**src/rtl/i2c_sensor_target_if.sv**
```systemverilog
// Bus bundle for i2c_sensor_target: I2C pins plus the sensor-side
// read image / write data handshake.
`timescale 1ns/1ps
interface i2c_sensor_target_if #(
  parameter int unsigned RD_BYTES = 2
);
  logic                  scl_in;
  logic                  sda_in;
  logic                  sda_oe;
  logic [8*RD_BYTES-1:0] rd_image;
  logic [7:0]            wr_data;
  logic                  wr_valid;
  logic                  rd_start;
  logic                  busy;

  modport master (
    output scl_in, sda_in, rd_image,
    input  sda_oe, wr_data, wr_valid, rd_start, busy
  );

  modport slave (
    input  scl_in, sda_in, rd_image,
    output sda_oe, wr_data, wr_valid, rd_start, busy
  );
endinterface

```
**src/rtl/i2c_sensor_target.sv**
```systemverilog
// I2C target answering DEV_ADDR: byte writes to wr_data, wrapping reads of rd_image.
// Optional I2C_TGT_GLITCH_FILTER_EN adds a 3-sample majority filter on SCL/SDA.
`timescale 1ns/1ps
module i2c_sensor_target #(
  parameter logic [6:0]  DEV_ADDR = 7'h38,
  parameter int unsigned RD_BYTES = 2
) (
  input logic               clk,
  input logic               rst,
  i2c_sensor_target_if.slave io_bus
);
  localparam int unsigned IMG_W    = 8 * RD_BYTES;
  localparam logic [1:0]  IDX_LAST = 2'(RD_BYTES - 1);

  typedef enum logic [2:0] {
    ST_IDLE, ST_ADDR, ST_ADDR_ACK, ST_WR_BYTE,
    ST_WR_ACK, ST_RD_BYTE, ST_RD_ACK, ST_IGNORE
  } state_t;

  logic r_scl_s1, r_scl_s2, r_sda_s1, r_sda_s2;
  logic r_scl_d, r_sda_d;
  logic w_scl, w_sda;

  always_ff @(posedge clk) begin
    if (rst) begin
      r_scl_s1 <= 1'b1; r_scl_s2 <= 1'b1;
      r_sda_s1 <= 1'b1; r_sda_s2 <= 1'b1;
    end else begin
      r_scl_s1 <= io_bus.scl_in; r_scl_s2 <= r_scl_s1;
      r_sda_s1 <= io_bus.sda_in; r_sda_s2 <= r_sda_s1;
    end
  end

`ifdef I2C_TGT_GLITCH_FILTER_EN
  logic [1:0] r_scl_h, r_sda_h;
  logic       r_scl_f, r_sda_f;

  always_ff @(posedge clk) begin
    if (rst) begin
      r_scl_h <= '1; r_sda_h <= '1;
      r_scl_f <= 1'b1; r_sda_f <= 1'b1;
    end else begin
      r_scl_h <= {r_scl_h[0], r_scl_s2};
      r_sda_h <= {r_sda_h[0], r_sda_s2};
      r_scl_f <= (r_scl_s2 & r_scl_h[0]) | (r_scl_s2 & r_scl_h[1]) | (r_scl_h[0] & r_scl_h[1]);
      r_sda_f <= (r_sda_s2 & r_sda_h[0]) | (r_sda_s2 & r_sda_h[1]) | (r_sda_h[0] & r_sda_h[1]);
    end
  end
  assign w_scl = r_scl_f;
  assign w_sda = r_sda_f;
`else
  assign w_scl = r_scl_s2;
  assign w_sda = r_sda_s2;
`endif

  always_ff @(posedge clk) begin
    if (rst) begin
      r_scl_d <= 1'b1;
      r_sda_d <= 1'b1;
    end else begin
      r_scl_d <= w_scl;
      r_sda_d <= w_sda;
    end
  end

  logic w_scl_rise, w_scl_fall, w_start, w_stop;
  assign w_scl_rise = w_scl & ~r_scl_d;
  assign w_scl_fall = ~w_scl & r_scl_d;
  assign w_start    = w_scl & r_scl_d & r_sda_d & ~w_sda;
  assign w_stop     = w_scl & r_scl_d & ~r_sda_d & w_sda;

  state_t           r_state, w_state_nx;
  logic [3:0]       r_bitcnt, w_cnt_nx;
  logic [6:0]       r_shift, w_shift_nx;
  logic             r_rw, w_rw_nx;
  logic [IMG_W-1:0] r_snap, w_snap_nx;
  logic [1:0]       r_idx, w_idx_nx, w_idx_inc;
  logic             r_sda_oe, w_oe_nx;
  logic             r_busy, w_busy_nx;
  logic [7:0]       r_wr_data, w_wr_data_nx;
  logic             r_wr_valid, w_wr_valid_nx;
  logic             r_rd_start, w_rd_start_nx;
  logic             w_cur_bit, w_nxt_msb;

  // The ACK phases use r_sda_oe as their half-marker: first fall drives, second releases.
  assign w_idx_inc = (r_idx == IDX_LAST) ? 2'd0 : r_idx + 2'd1;
  assign w_cur_bit = r_snap[IMG_W - 1 - 8 * int'(r_idx) - int'(r_bitcnt[2:0])];
  assign w_nxt_msb = r_snap[IMG_W - 1 - 8 * int'(w_idx_inc)];

  always_ff @(posedge clk) begin
    if (rst) begin
      r_state    <= ST_IDLE;
      r_bitcnt   <= '0;
      r_shift    <= '0;
      r_rw       <= 1'b0;
      r_snap     <= '0;
      r_idx      <= '0;
      r_sda_oe   <= 1'b0;
      r_busy     <= 1'b0;
      r_wr_data  <= 8'h00;
      r_wr_valid <= 1'b0;
      r_rd_start <= 1'b0;
    end else begin
      r_state    <= w_state_nx;
      r_bitcnt   <= w_cnt_nx;
      r_shift    <= w_shift_nx;
      r_rw       <= w_rw_nx;
      r_snap     <= w_snap_nx;
      r_idx      <= w_idx_nx;
      r_sda_oe   <= w_oe_nx;
      r_busy     <= w_busy_nx;
      r_wr_data  <= w_wr_data_nx;
      r_wr_valid <= w_wr_valid_nx;
      r_rd_start <= w_rd_start_nx;
    end
  end

  always_comb begin
    w_state_nx    = r_state;
    w_cnt_nx      = r_bitcnt;
    w_shift_nx    = r_shift;
    w_rw_nx       = r_rw;
    w_snap_nx     = r_snap;
    w_idx_nx      = r_idx;
    w_oe_nx       = r_sda_oe;
    w_busy_nx     = r_busy;
    w_wr_data_nx  = r_wr_data;
    w_wr_valid_nx = 1'b0;
    w_rd_start_nx = 1'b0;
    if (w_stop) begin
      w_state_nx = ST_IDLE;
      w_oe_nx    = 1'b0;
      w_busy_nx  = 1'b0;
    end else if (w_start) begin
      w_state_nx = ST_ADDR;
      w_cnt_nx   = '0;
      w_oe_nx    = 1'b0;
    end else begin
      case (r_state)
        ST_ADDR: if (w_scl_rise) begin
          w_shift_nx = {r_shift[5:0], w_sda};
          w_cnt_nx   = r_bitcnt + 4'd1;
          if (r_bitcnt == 4'd7) begin
            if (r_shift == DEV_ADDR) begin
              w_state_nx = ST_ADDR_ACK;
              w_rw_nx    = w_sda;
              w_busy_nx  = 1'b1;
            end else begin
              w_state_nx = ST_IGNORE;
              w_busy_nx  = 1'b0;
            end
          end
        end
        ST_ADDR_ACK: if (w_scl_fall) begin
          if (!r_sda_oe) begin
            w_oe_nx = 1'b1;
          end else begin
            w_cnt_nx = '0;
            if (r_rw) begin
              w_state_nx    = ST_RD_BYTE;
              w_snap_nx     = io_bus.rd_image;
              w_idx_nx      = '0;
              w_rd_start_nx = 1'b1;
              w_oe_nx       = ~io_bus.rd_image[IMG_W-1];
            end else begin
              w_state_nx = ST_WR_BYTE;
              w_oe_nx    = 1'b0;
            end
          end
        end
        ST_WR_BYTE: if (w_scl_rise) begin
          w_shift_nx = {r_shift[5:0], w_sda};
          w_cnt_nx   = r_bitcnt + 4'd1;
          if (r_bitcnt == 4'd7) begin
            w_wr_data_nx  = {r_shift, w_sda};
            w_wr_valid_nx = 1'b1;
            w_state_nx    = ST_WR_ACK;
          end
        end
        ST_WR_ACK: if (w_scl_fall) begin
          if (!r_sda_oe) begin
            w_oe_nx = 1'b1;
          end else begin
            w_oe_nx    = 1'b0;
            w_cnt_nx   = '0;
            w_state_nx = ST_WR_BYTE;
          end
        end
        ST_RD_BYTE: begin
          if (w_scl_rise) begin
            w_cnt_nx = r_bitcnt + 4'd1;
          end else if (w_scl_fall) begin
            if (r_bitcnt == 4'd8) begin
              w_state_nx = ST_RD_ACK;
              w_oe_nx    = 1'b0;
            end else begin
              w_oe_nx = ~w_cur_bit;
            end
          end
        end
        ST_RD_ACK: begin
          if (w_scl_rise && w_sda) begin
            w_state_nx = ST_IGNORE;
            w_oe_nx    = 1'b0;
            w_busy_nx  = 1'b0;
          end else if (w_scl_fall) begin
            w_state_nx = ST_RD_BYTE;
            w_cnt_nx   = '0;
            w_idx_nx   = w_idx_inc;
            w_oe_nx    = ~w_nxt_msb;
          end
        end
        default: ;
      endcase
    end
  end

  assign io_bus.sda_oe   = r_sda_oe;
  assign io_bus.wr_data  = r_wr_data;
  assign io_bus.wr_valid = r_wr_valid;
  assign io_bus.rd_start = r_rd_start;
  assign io_bus.busy     = r_busy;
endmodule

```
**src/flat_wrapper.sv**
```systemverilog
// flat-port wrapper written by rule: the top's interface ports become plain ports
module i2c_sensor_target_flat 
#(
  parameter logic [6:0]  DEV_ADDR = 7'h38,
  parameter int unsigned RD_BYTES = 2
)
  (clk, rst, io_bus_scl_in, io_bus_sda_in, io_bus_rd_image, io_bus_sda_oe, io_bus_wr_data, io_bus_wr_valid, io_bus_rd_start, io_bus_busy);
  i2c_sensor_target_if #(.RD_BYTES(RD_BYTES)) io_bus_i ();
  input logic clk;
  input logic rst;
  input wire logic [$bits(io_bus_i.scl_in)-1:0] io_bus_scl_in;
  input wire logic [$bits(io_bus_i.sda_in)-1:0] io_bus_sda_in;
  input wire logic [$bits(io_bus_i.rd_image)-1:0] io_bus_rd_image;
  output wire logic [$bits(io_bus_i.sda_oe)-1:0] io_bus_sda_oe;
  output wire logic [$bits(io_bus_i.wr_data)-1:0] io_bus_wr_data;
  output wire logic [$bits(io_bus_i.wr_valid)-1:0] io_bus_wr_valid;
  output wire logic [$bits(io_bus_i.rd_start)-1:0] io_bus_rd_start;
  output wire logic [$bits(io_bus_i.busy)-1:0] io_bus_busy;
  assign io_bus_i.scl_in = io_bus_scl_in;
  assign io_bus_i.sda_in = io_bus_sda_in;
  assign io_bus_i.rd_image = io_bus_rd_image;
  assign io_bus_sda_oe = io_bus_i.sda_oe;
  assign io_bus_wr_data = io_bus_i.wr_data;
  assign io_bus_wr_valid = io_bus_i.wr_valid;
  assign io_bus_rd_start = io_bus_i.rd_start;
  assign io_bus_busy = io_bus_i.busy;
  i2c_sensor_target #(.DEV_ADDR(DEV_ADDR), .RD_BYTES(RD_BYTES)) u_core (.clk(clk), .rst(rst), .io_bus(io_bus_i));
endmodule
```
**config.mk**
```make
export PLATFORM = sky130hd
export DESIGN_NAME = i2c_sensor_target_flat
export DESIGN_NICKNAME = d
export VERILOG_FILES = /design/src/rtl/i2c_sensor_target_if.sv /design/src/rtl/i2c_sensor_target.sv /design/src/flat_wrapper.sv
export SDC_FILE = /design/constraint.sdc
export NUM_CORES = 1
export LEC_CHECK = 0
export CORE_ASPECT_RATIO = 1.4
export CORE_UTILIZATION = 50
export CTS_BUF_LIST = sky130_fd_sc_hd__clkbuf_2 sky130_fd_sc_hd__clkbuf_4 sky130_fd_sc_hd__clkbuf_8
export CTS_CLUSTER_DIAMETER = 60
export DETAILED_ROUTE_END_ITERATION = 12
export PLACE_DENSITY = 0.76
export SETUP_SLACK_MARGIN = 0.3
export SYNTH_ARGS = -nofsm -noshare
export SYNTH_HDL_FRONTEND = slang
export SYNTH_SLANG_ARGS = --single-unit
```
**constraint.sdc**
```tcl
create_clock -name clk -period 4.8 [get_ports clk]
set_clock_uncertainty 0.2 [all_clocks]
set_input_delay 0.72 -clock clk [delete_from_list [all_inputs] [get_ports clk]]
set_output_delay 0.72 -clock clk [all_outputs]
set_load 0.01 [all_outputs]
```
==> flow_metrics.py, run 1 <==
metrics = {
    "global_routing": {
        "grt_pass1_wl_microns": 7980,
        "antenna_found_initial": 0,
        "grt_usage": 0.200,
        "overflow": 0,
        "grt_pass1_vias": 1766,
        "grt_start_max_net_pins": 47,
    },
    "logic_synthesis": {
        "yosys_warnings": 0,
        "synth_seq_area_share": 0.414,
        "ys_ff_latch": 50,
        "synth_top_flop_cell": "dfxtp_1",
        "post_synth.cell_area_avg_sq_um": 9.68,
        "ys_types": 56,
        "synth_nets": 272,
        "synth_edf_count": 0,
        "async_reset_ff_frac": 0,
        "synthCells": 250,
        "syn_area_sq_um": 2420,
    },
    "sta": {
        "worst_slack_ns": 2.38,
        "worst_pin_slew_ns": 0.953,
        "relSlewSlack": 0.363,
        "min_period_ns": 2.42,
        "finalHoldViolCount": 0,
        "setup_viol_count_final": 0,
        "hold_slack_ns": 0.216,
        "setup_tns_ns": 0,
        "fmaxAchievable_ghz": 0.414,
        "rsz0062_at_grt": "no",
        "fin_crit_sh": 0.504,
        "maxSlewViolCount": 0,
    },
    "place": {
        "hpwl_microns": 3250,
        "dpl_worst_slack_ns": 2.46,
        "io_buffers": 31,
        "place_congestion": 0.859,
    },
    "critical_path": {
        "critPathArrivalTime_ns": 2.40,
        "cp-start-kind": "flop",
        "worst-setup-path-type": "reg -> reg",
        "setup.worst_path.start": "u_core.r_state[1]$_SDFFE_PP0P_",
        "path_max_fanout": 18,
        "timing.rr.start": "u_core.r_state[1]$_SDFFE_PP0P_",
        "cp-end-kind": "flop",
        "crit_path_end": "u_core.r_snap[7]$_SDFFE_PP0P_",
        "reg2reg_to": "u_core.r_snap[7]$_SDFFE_PP0P_",
        "r2r_slack_ns": 2.38,
        "worstPathRequired_ns": 4.78,
        "r2r_cells": 4,
    },
    "routing": {
        "drtIter0Drc": 107,
        "drtPass1Iterations": 4,
        "routed_wl_microns": 4650,
        "drtAntennaViolNets": 0,
        "top_layer": "met4",
        "wl_met3_microns": 140,
        "drt-met1-wl_microns": 2130,
        "vias": 1862,
        "drc": 0,
        "vias_per_cell": 5.49,
        "wl_per_cell_microns": 13.7,
        "wl_met2_microns": 2260,
    },
    "job": {
        "cap_violations": 0,
    },
    "clocking": {
        "hold_buffers": 0,
        "clk_path_buf_depth": 2,
        "post_cts_buffers": 0,
        "cts_buffers": 5,
        "cts_tree": "built",
        "clk_latency_ns": 0.31,
        "clkTransAtPathRegs_ns": 0.09,
        "root_buffer": "clkbuf_8",
        "cts_sinks": 50,
        "cts_resized": 0,
        "h-tree-depth": 2,
    },
    "finish": {
        "antennaDiodeCount": 0,
        "fill_cells": 418,
        "layout_common_cells": "dfxtp_1, nor2_1, mux2i_1, clkdlybuf4s50_1, nand2_1",
        "nNetsFinal": 298,
        "drive_above_1_share": 0.112,
        "final_common_cell": "dfxtp_1",
        "syn2layout_area_growth_pct": 17.4,
    },
    "outcome": {
        "outcome": "completed",
    },
    "floorplan": {
        "die_area_sq_um": 5130,
        "num_rows": 29,
        "coreArea_sq_um": 4570,
        "io_pins": 32,
        "start_util": 0.529,
        "die_h_microns": 84.3,
        "die_width_microns": 60.8,
    },
    "power": {
        "p_per_area_nw_per_um2": 267,
        "p_leak_uw": 0.000932,
        "ir_drop_mv": 0.243,
    },
    "worst_hold_path": {
        "holdCritPathClass": "reg -> reg",
    },
}
[cell usage after synthesis (all sizes together), types with 2 or more instances]
master	n	area (sq um)
nor3	8	56.3
nor4	2	18.8
nor2b	2	12.5
clkbuf	7	46.3
a211oi	3	22.5
o22ai	2	12.5
ha	2	25.0
and3b	2	20.0
nand4b	2	17.5
nand3b	3	22.5
and4	2	17.5
nor2	44	189
nand3	3	27.5
o21ai	7	35.0
maj3	2	20.0
mux2i	41	410
or2	7	46.3
buf	5	31.3
a21oi	7	35.0
and3	2	12.5
o31ai	2	15.0
a31oi	2	12.5
or3b	3	28.8
a221oi	2	17.5
dfxtp	50	1000
nand4	2	12.5
inv	8	30.0
nand2	10	37.5
mux4	2	45.0
[cell families after synthesis]
group                      Yosys count  synth area share
and+or+nand+nor                     96             0.231
DFF                                 50             0.414
muxes                               44             0.193
AOI/OAI and AO/OA                   33            0.0910
buffers and inverters               22            0.0496
adders and majority gates            4            0.0186
xor gates and xnor gates             1           0.00362
[where the power goes]
part | switching, uW | total [uW] | internal, uW
clock network | 140 | 296 | 156
logic | 16.6 | 38.5 | 22.0
registers | 6.42 | 424 | 417
total | 163 | 758 | 596
[worst min-delay path by stage]
stage	cells after the start	to	start	slack [ns]
3_3_place_gp	1	u_core.r_sda_s2$_SDFF_PP1_	u_core.r_sda_s1$_SDFF_PP1_	0.19
6_report	1	u_core.r_scl_s2$_SDFF_PP1_	u_core.r_scl_s1$_SDFF_PP1_	0.22
3_5_place_dp	1	u_core.r_scl_s2$_SDFF_PP1_	u_core.r_scl_s1$_SDFF_PP1_	0.19
2_1_floorplan	1	u_core.r_scl_s2$_SDFF_PP1_	u_core.r_scl_s1$_SDFF_PP1_	0.19
4_1_cts	1	u_core.r_scl_s2$_SDFF_PP1_	u_core.r_scl_s1$_SDFF_PP1_	0.22
5_1_grt	1	u_core.r_sda_s2$_SDFF_PP1_	u_core.r_sda_s1$_SDFF_PP1_	0.23
[flip-flops by register name (all words and copies together) (netlist names), 3 cells and up]
name                   flops
u_core.io_bus.wr_data      8
u_core.r_bitcnt            4
u_core.r_shift             7
u_core.r_snap             16
u_core.r_state             3
[worst max-delay path, cell delays in order, from the launching register on]
cell	delay (ns)
dfxtp_1	0.74
nand3_4	0.18
nor3_4	0.81
mux2i_1	0.29
nor2_1	0.06
[cell type report]
class / instances / area (sq um) / share of cell area
clock inverter: 3 / 43.8 / 0.0154
tap: 62 / 77.6 / 0.0273
inverter: 9 / 33.8 / 0.0119
multi-input combinational: 178 / 1300 / 0.457
timing repair buffer: 32 / 318 / 0.112
sequential: 50 / 1000 / 0.352
clock buffer: 5 / 68.8 / 0.0242
[per-stage QoR]
stage / total power (uW) / instances / instance area (sq um) / util
floorplan: 453 / 250 / 2420 / -
global placement: 472 / 331 / 2730 / 0.597
detailed placement: 472 / 331 / 2730 / 0.597
CTS: 767 / 339 / 2840 / 0.622
global route: 784 / 339 / 2840 / 0.622
finish: 758 / 339 / 2840 / 0.622
[layer usage]
metal / GRT usage / vias up
li1: - / 943
met4: 0.0847 / 0
met3: 0.0370 / 12
met5: 0 / -
met1: 0.269 / 862
met2: 0.310 / 45
(Power assumes the default switching activity.)
==> run 2: changes to the inputs <==
clock period = 2.25 ns   (was 4.8 ns; I/O delays follow)
==> run 2 against run 1 <==
  * Flip-flop and latch count unchanged
  * Routed wire length grew 12%
  * Worst hold slack better by 0.0072 ns
  * Sequential share of layout area decreased by 2.8 points
  * Via count is 9.8% higher
  * Clock-buffer cell count did not move
  * Sequential power rose by 110%
  * Final area increased by 9.6%
  * Power rose by 120%
==> flow_metrics.py, run 2 (synthesis gave the netlist of run 1 again) <==
metrics = {
    "critical_path": {
        "cp-end-kind": "flop",
        "reg2reg_to": "u_core.io_bus.wr_data[3]$_SDFFE_PP0P_",
        "critical_path.cell_chain": "buf_6, or3b_4, or2_4, nor2_8, mux2i_1, nor2_1",
        "timing.critical_path.buf_inv": 1,
        "worstPathRequired_ns": 2.25,
        "r2r_cells": 6,
        "cp_top_family": "simple AND/OR/NAND/NOR gates",
        "path_max_fanout": 8,
        "slowest_stage": "or3b_4",
        "cpPeakStageDelay_ns": 0.39,
        "cp-start-kind": "flop",
        "worst-setup-path-type": "reg -> reg",
        "critPathArrivalTime_ns": 1.95,
        "r2r_slack_ns": 0.30,
        "timing.rr.start": "u_core.r_scl_d$_SDFF_PP1_",
    },
    "clocking": {
        "root_buffer": "clkbuf_8",
        "hold_buffers": 0,
        "cts_tree": "built",
        "clk_latency_ns": 0.31,
        "cts_buffers": 5,
        "clk_path_buf_depth": 2,
        "h-tree-depth": 2,
        "clkTransAtPathRegs_ns": 0.10,
        "cts_sinks": 50,
    },
    "power": {
        "p_per_area_nw_per_um2": 531,
        "power.total_uw": 1650,
        "p_leak_uw": 0.00107,
        "ir_drop_mv": 0.404,
    },
    "sta": {
        "min_period_ns": 1.95,
        "setup_tns_ns": 0,
        "worst_pin_slew_ns": 0.493,
        "fin_crit_sh": 0.868,
        "setup_viol_count_final": 0,
        "relSlewSlack": 0.668,
        "finalHoldViolCount": 0,
        "maxSlewViolCount": 0,
        "rsz0062_at_grt": "yes",
        "fmaxAchievable_ghz": 0.512,
    },
    "routing": {
        "drtAntennaViolNets": 0,
        "drc": 0,
        "drtIter0Drc": 113,
        "routed_wl_microns": 5190,
        "vias_per_cell": 5.60,
        "wl_per_cell_microns": 14.2,
        "drtPass1Iterations": 5,
        "vias": 2045,
    },
    "worst_hold_path": {
        "holdCritPathClass": "reg -> reg",
        "whs_endpoint": "u_core.r_sda_s2$_SDFF_PP1_",
        "min_from": "u_core.r_sda_s1$_SDFF_PP1_",
        "holdPathStages": 1,
    },
    "global_routing": {
        "grt_pass1_wl_microns": 8540,
        "grt_pass1_vias": 1845,
        "grt_start_max_net_pins": 44,
        "overflow": 0,
        "grt_usage": 0.218,
        "antenna_found_initial": 0,
    },
    "floorplan": {
        "start_util": 0.529,
        "die_area_sq_um": 5130,
        "die_width_microns": 60.8,
        "num_rows": 29,
        "io_pins": 32,
        "die_h_microns": 84.3,
        "coreArea_sq_um": 4570,
    },
    "finish": {
        "layout_common_cells": "dfxtp_1, nor2_1, mux2i_1, clkdlybuf4s50_1, buf_4",
        "max_flop_register": "u_core.r_snap",
        "fill_cells": 379,
        "drive_above_1_share": 0.218,
        "antennaDiodeCount": 0,
        "syn2layout_area_growth_pct": 28.7,
        "largest_register_ff_count": 16,
        "stdcell_count": 365,
        "final_common_cell": "dfxtp_1",
        "finish.utilization": 0.681,
        "nNetsFinal": 324,
    },
    "job": {
        "cap_violations": 0,
    },
    "place": {
        "hpwl_microns": 3540,
        "io_buffers": 31,
        "place_congestion": 0.862,
        "place_inst": 344,
    },
    "outcome": {
        "outcome": "completed",
    },
}
## run 2: cell types whose count changed in the layout (fill, tap and decap cells not counted), moves of 2 or more
cell,change
buf_6,+4
dfxtp_1,-7
buf_12,+2
dfxtp_2,+7
buf_4,+20
## run 2: worst register-to-register path, stage by stage (launching register included)
cell and delay (ns):
dfxtp_2 0.34, buf_6 0.12, or3b_4 0.39, or2_4 0.30
nor2_8 0.22, mux2i_1 0.22, nor2_1 0.06
## run 2: worst max-delay path by stage
stage / from / to / depth (start not counted)
after floorplan: u_core.r_scl_s2$_SDFF_PP1_ / u_core.io_bus.wr_data[5]$_SDFFE_PP0P_ / 5
after global placement: u_core.r_scl_s2$_SDFF_PP1_ / u_core.r_snap[11]$_SDFFE_PP0P_ / 5
after detailed placement: u_core.r_scl_s2$_SDFF_PP1_ / u_core.r_snap[3]$_SDFFE_PP0P_ / 5
after CTS: u_core.r_state[1]$_SDFFE_PP0P_ / u_core.io_bus.sda_oe$_SDFFE_PP0P_ / 6
after global routing: u_core.r_scl_d$_SDFF_PP1_ / u_core.io_bus.wr_data[3]$_SDFFE_PP0P_ / 6
final: u_core.r_scl_d$_SDFF_PP1_ / u_core.io_bus.wr_data[3]$_SDFFE_PP0P_ / 6
## run 2: layout make-up
cell class	instances	area (sq um)	share of cell area
inverters	9	33.8	0.0108
multi-input cells	178	1320	0.425
clock inverters	3	48.8	0.0157
flip-flops and latches	50	1010	0.324
repair buffers	58	553	0.178
clock buffers	5	68.8	0.0221
well taps	62	77.6	0.0249
## run 2: metrics by stage
| step | cell area [sq um] | hold WS [ns] | setup WS (ns) |
|---|---|---|---|
| floorplan | 2420 | 0.189 | 0.397 |
| global placement | 2840 | 0.198 | 0.178 |
| detailed placement | 2840 | 0.202 | 0.131 |
| CTS | 3020 | 0.230 | 0.304 |
| global route | 3110 | 0.243 | 0.221 |
| finish | 3110 | 0.223 | 0.297 |
## run 2: metal layers
layer	wire [microns]	vias to the layer above	share of wire	GRT usage
met2	2580	69	0.50	0.337
met3	256	18	0.049	0.0524
met4	150	0	0.029	0.0847
met1	2200	964	0.42	0.291
li1	-	994	-	-
met5	0	-	0	0
## run 2: power by group
group / switching, uW / internal, uW / total [uW]
clock network: 308 / 339 / 647
logic: 50.0 / 61.6 / 112
registers: 5.37 / 891 / 896
## run 2: what timing repair did
action,in CTS,in global routing
endpoints found under the setup margin,27,13
gates cloned,0,0
setup buffers,5,8
resized for setup,3,12
pin swaps,6,11
==> run 3: changes to the inputs <==
CORE_ASPECT_RATIO = unset   (was 1.4)
==> run 3 against run 2 <==
  * Combinational power decreased by 14%
  * Highest routed layer unchanged
  * Critical endpoint is now u_core.io_bus.wr_data[2]$_SDFFE_PP0P_
  * Cell count decreased by 6.3%
  * Largest power group unchanged
  * Clock-buffer cell count increased by 2
  * Worst hold slack got worse by 0.0026 ns
  * Global-route usage decreased by 1.3 points
  * Flip-flop and latch count unchanged
  * Sequential power about the same
  * Worst setup slack improved by 0.094 ns
==> flow_metrics.py, run 3 (synthesis gave the netlist of run 1 again) <==
metrics = {
    "outcome": {
        "outcome": "completed",
    },
    "critical_path": {
        "worst-setup-path-type": "reg -> reg",
        "cpPeakStageDelay_ns": 0.43,
        "slowest_stage": "or3b_4",
        "cp_top_family": "simple AND/OR/NAND/NOR gates",
        "critical_path.cell_chain": "or3b_4, or2_4, nor2_8, mux2i_1, nor2_1",
        "cp-start-kind": "flop",
        "path_max_fanout": 9,
        "critPathArrivalTime_ns": 1.86,
        "worstPathRequired_ns": 2.26,
        "cp-end-kind": "flop",
        "timing.critical_path.buf_inv": 0,
    },
    "routing": {
        "drtIter0Drc": 139,
        "wl_met3_microns": 237,
        "wl_per_cell_microns": 14.9,
        "drc": 0,
        "routed_wl_microns": 5090,
        "vias": 1949,
        "drt-met1-wl_microns": 2340,
        "vias_per_cell": 5.70,
        "top_layer": "met4",
        "drtAntennaViolNets": 0,
        "wl_met2_microns": 2410,
        "drtPass1Iterations": 4,
    },
    "finish": {
        "largest_register_ff_count": 16,
        "layout_common_cells": "nor2_1, dfxtp_1, mux2i_1, clkdlybuf4s50_1, buf_4",
        "nNetsFinal": 311,
        "max_flop_register": "u_core.r_snap",
        "syn2layout_area_growth_pct": 23.4,
        "drive_above_1_share": 0.207,
        "finish.utilization": 0.663,
        "antennaDiodeCount": 0,
        "fill_cells": 382,
    },
    "clocking": {
        "clkTransAtPathRegs_ns": 0.09,
        "cts_sinks": 50,
        "clk_path_buf_depth": 2,
        "clk_latency_ns": 0.30,
        "cts_tree": "built",
        "root_buffer": "clkbuf_8",
        "hold_buffers": 0,
        "h-tree-depth": 2,
        "cts_buffers": 5,
    },
    "floorplan": {
        "die_area_sq_um": 5120,
        "io_pins": 32,
        "die_width_microns": 71.6,
        "coreArea_sq_um": 4500,
        "start_util": 0.537,
        "die_h_microns": 71.6,
        "num_rows": 24,
    },
    "sta": {
        "relSlewSlack": 0.696,
        "worst_pin_slew_ns": 0.452,
        "setup_viol_count_final": 0,
        "finalHoldViolCount": 0,
        "worst_slack_ns": 0.391,
        "maxSlewViolCount": 0,
        "min_period_ns": 1.86,
        "fmaxAchievable_ghz": 0.538,
        "setup_tns_ns": 0,
        "rsz0062_at_grt": "no",
        "fin_crit_sh": 0.826,
    },
    "worst_hold_path": {
        "holdCritPathClass": "reg -> reg",
    },
    "power": {
        "switchingPower_uw": 345,
        "p_leak_uw": 0.00100,
        "pwr-share-seq": 0.573,
        "p_int_uw": 1220,
        "clockPowerShare": 0.366,
        "power_frac_comb": 0.062,
        "ir_drop_mv": 0.511,
        "p_per_area_nw_per_um2": 526,
        "switching_share": 0.220,
    },
    "place": {
        "dpl_worst_slack_ns": 0.258,
        "io_buffers": 31,
        "hpwl_microns": 3530,
        "place_congestion": 0.925,
    },
    "global_routing": {
        "grt_pass1_vias": 1827,
        "antenna_found_initial": 0,
        "grt_pass1_wl_microns": 8300,
        "grt_usage": 0.206,
        "grt_start_max_net_pins": 24,
        "overflow": 0,
    },
    "job": {
        "cap_violations": 0,
    },
}
-- run 3: worst reg2reg max path, stage by stage, from the launching register on --
cell and delay (ns):
dfxtp_4 0.39, or3b_4 0.43, or2_4 0.29, nor2_8 0.18, mux2i_1 0.23, nor2_1 0.05
-- run 3: through the flow --
step           hold slack, ns  cell area (sq um)  power [uW]  std cells
4_1_cts                 0.229               2920        1590        340
2_1_floorplan           0.189               2420         966        250
3_5_place_dp            0.205               2810        1010        332
3_3_place_gp            0.193               2810        1010        332
6_report                0.221               2990        1570        342
5_1_grt                 0.240               2990        1630        342
-- run 3: path summary, 6_finish.rpt --
kind                         startpoint                               endpoint  slack [ns]  cells after the start
min          u_core.r_scl_s1$_SDFF_PP1_             u_core.r_scl_s2$_SDFF_PP1_        0.22                      1
max reg2reg  u_core.r_scl_s2$_SDFF_PP1_  u_core.io_bus.wr_data[2]$_SDFFE_PP0P_        0.39                      5
min reg2reg  u_core.r_scl_s1$_SDFF_PP1_             u_core.r_scl_s2$_SDFF_PP1_        0.22                      1
max          u_core.r_scl_s2$_SDFF_PP1_  u_core.io_bus.wr_data[2]$_SDFFE_PP0P_        0.39                      5
-- run 3: cell type report --
class	count	area, sq um	area share
clock inverter	1	8.76	0.00293
timing repair buffer	45	428	0.143
multi-input combinational	178	1340	0.448
sequential	50	1020	0.340
inverter	9	33.8	0.0113
clock buffer	7	96.3	0.0323
tap	52	65.1	0.0218
-- run 3: power by group through the flow --
stage | clock (uW) | combinational, uW | sequential [uW]
finish | 574 | 96.6 | 899
global route | 620 | 104 | 901
CTS | 591 | 94.0 | 900
detailed placement | 0 | 93.6 | 921
global placement | 0 | 93.0 | 920
floorplan | 0 | 50.5 | 916
-- run 3: what timing repair did --
| item | 4_1_cts | 5_1_grt |
|---|---|---|
| setup buffers | 0 | 2 |
| setup endpoints to repair | 14 | 15 |
| pin swaps | 0 | 7 |
| gates cloned | 0 | 0 |
| resized for setup | 3 | 16 |
-- run 3: routing by layer --
metal	track usage	up-vias
met5	0	-
met4	0.0588	0
met3	0.0450	14
met2	0.343	59
met1	0.271	912
li1	-	964
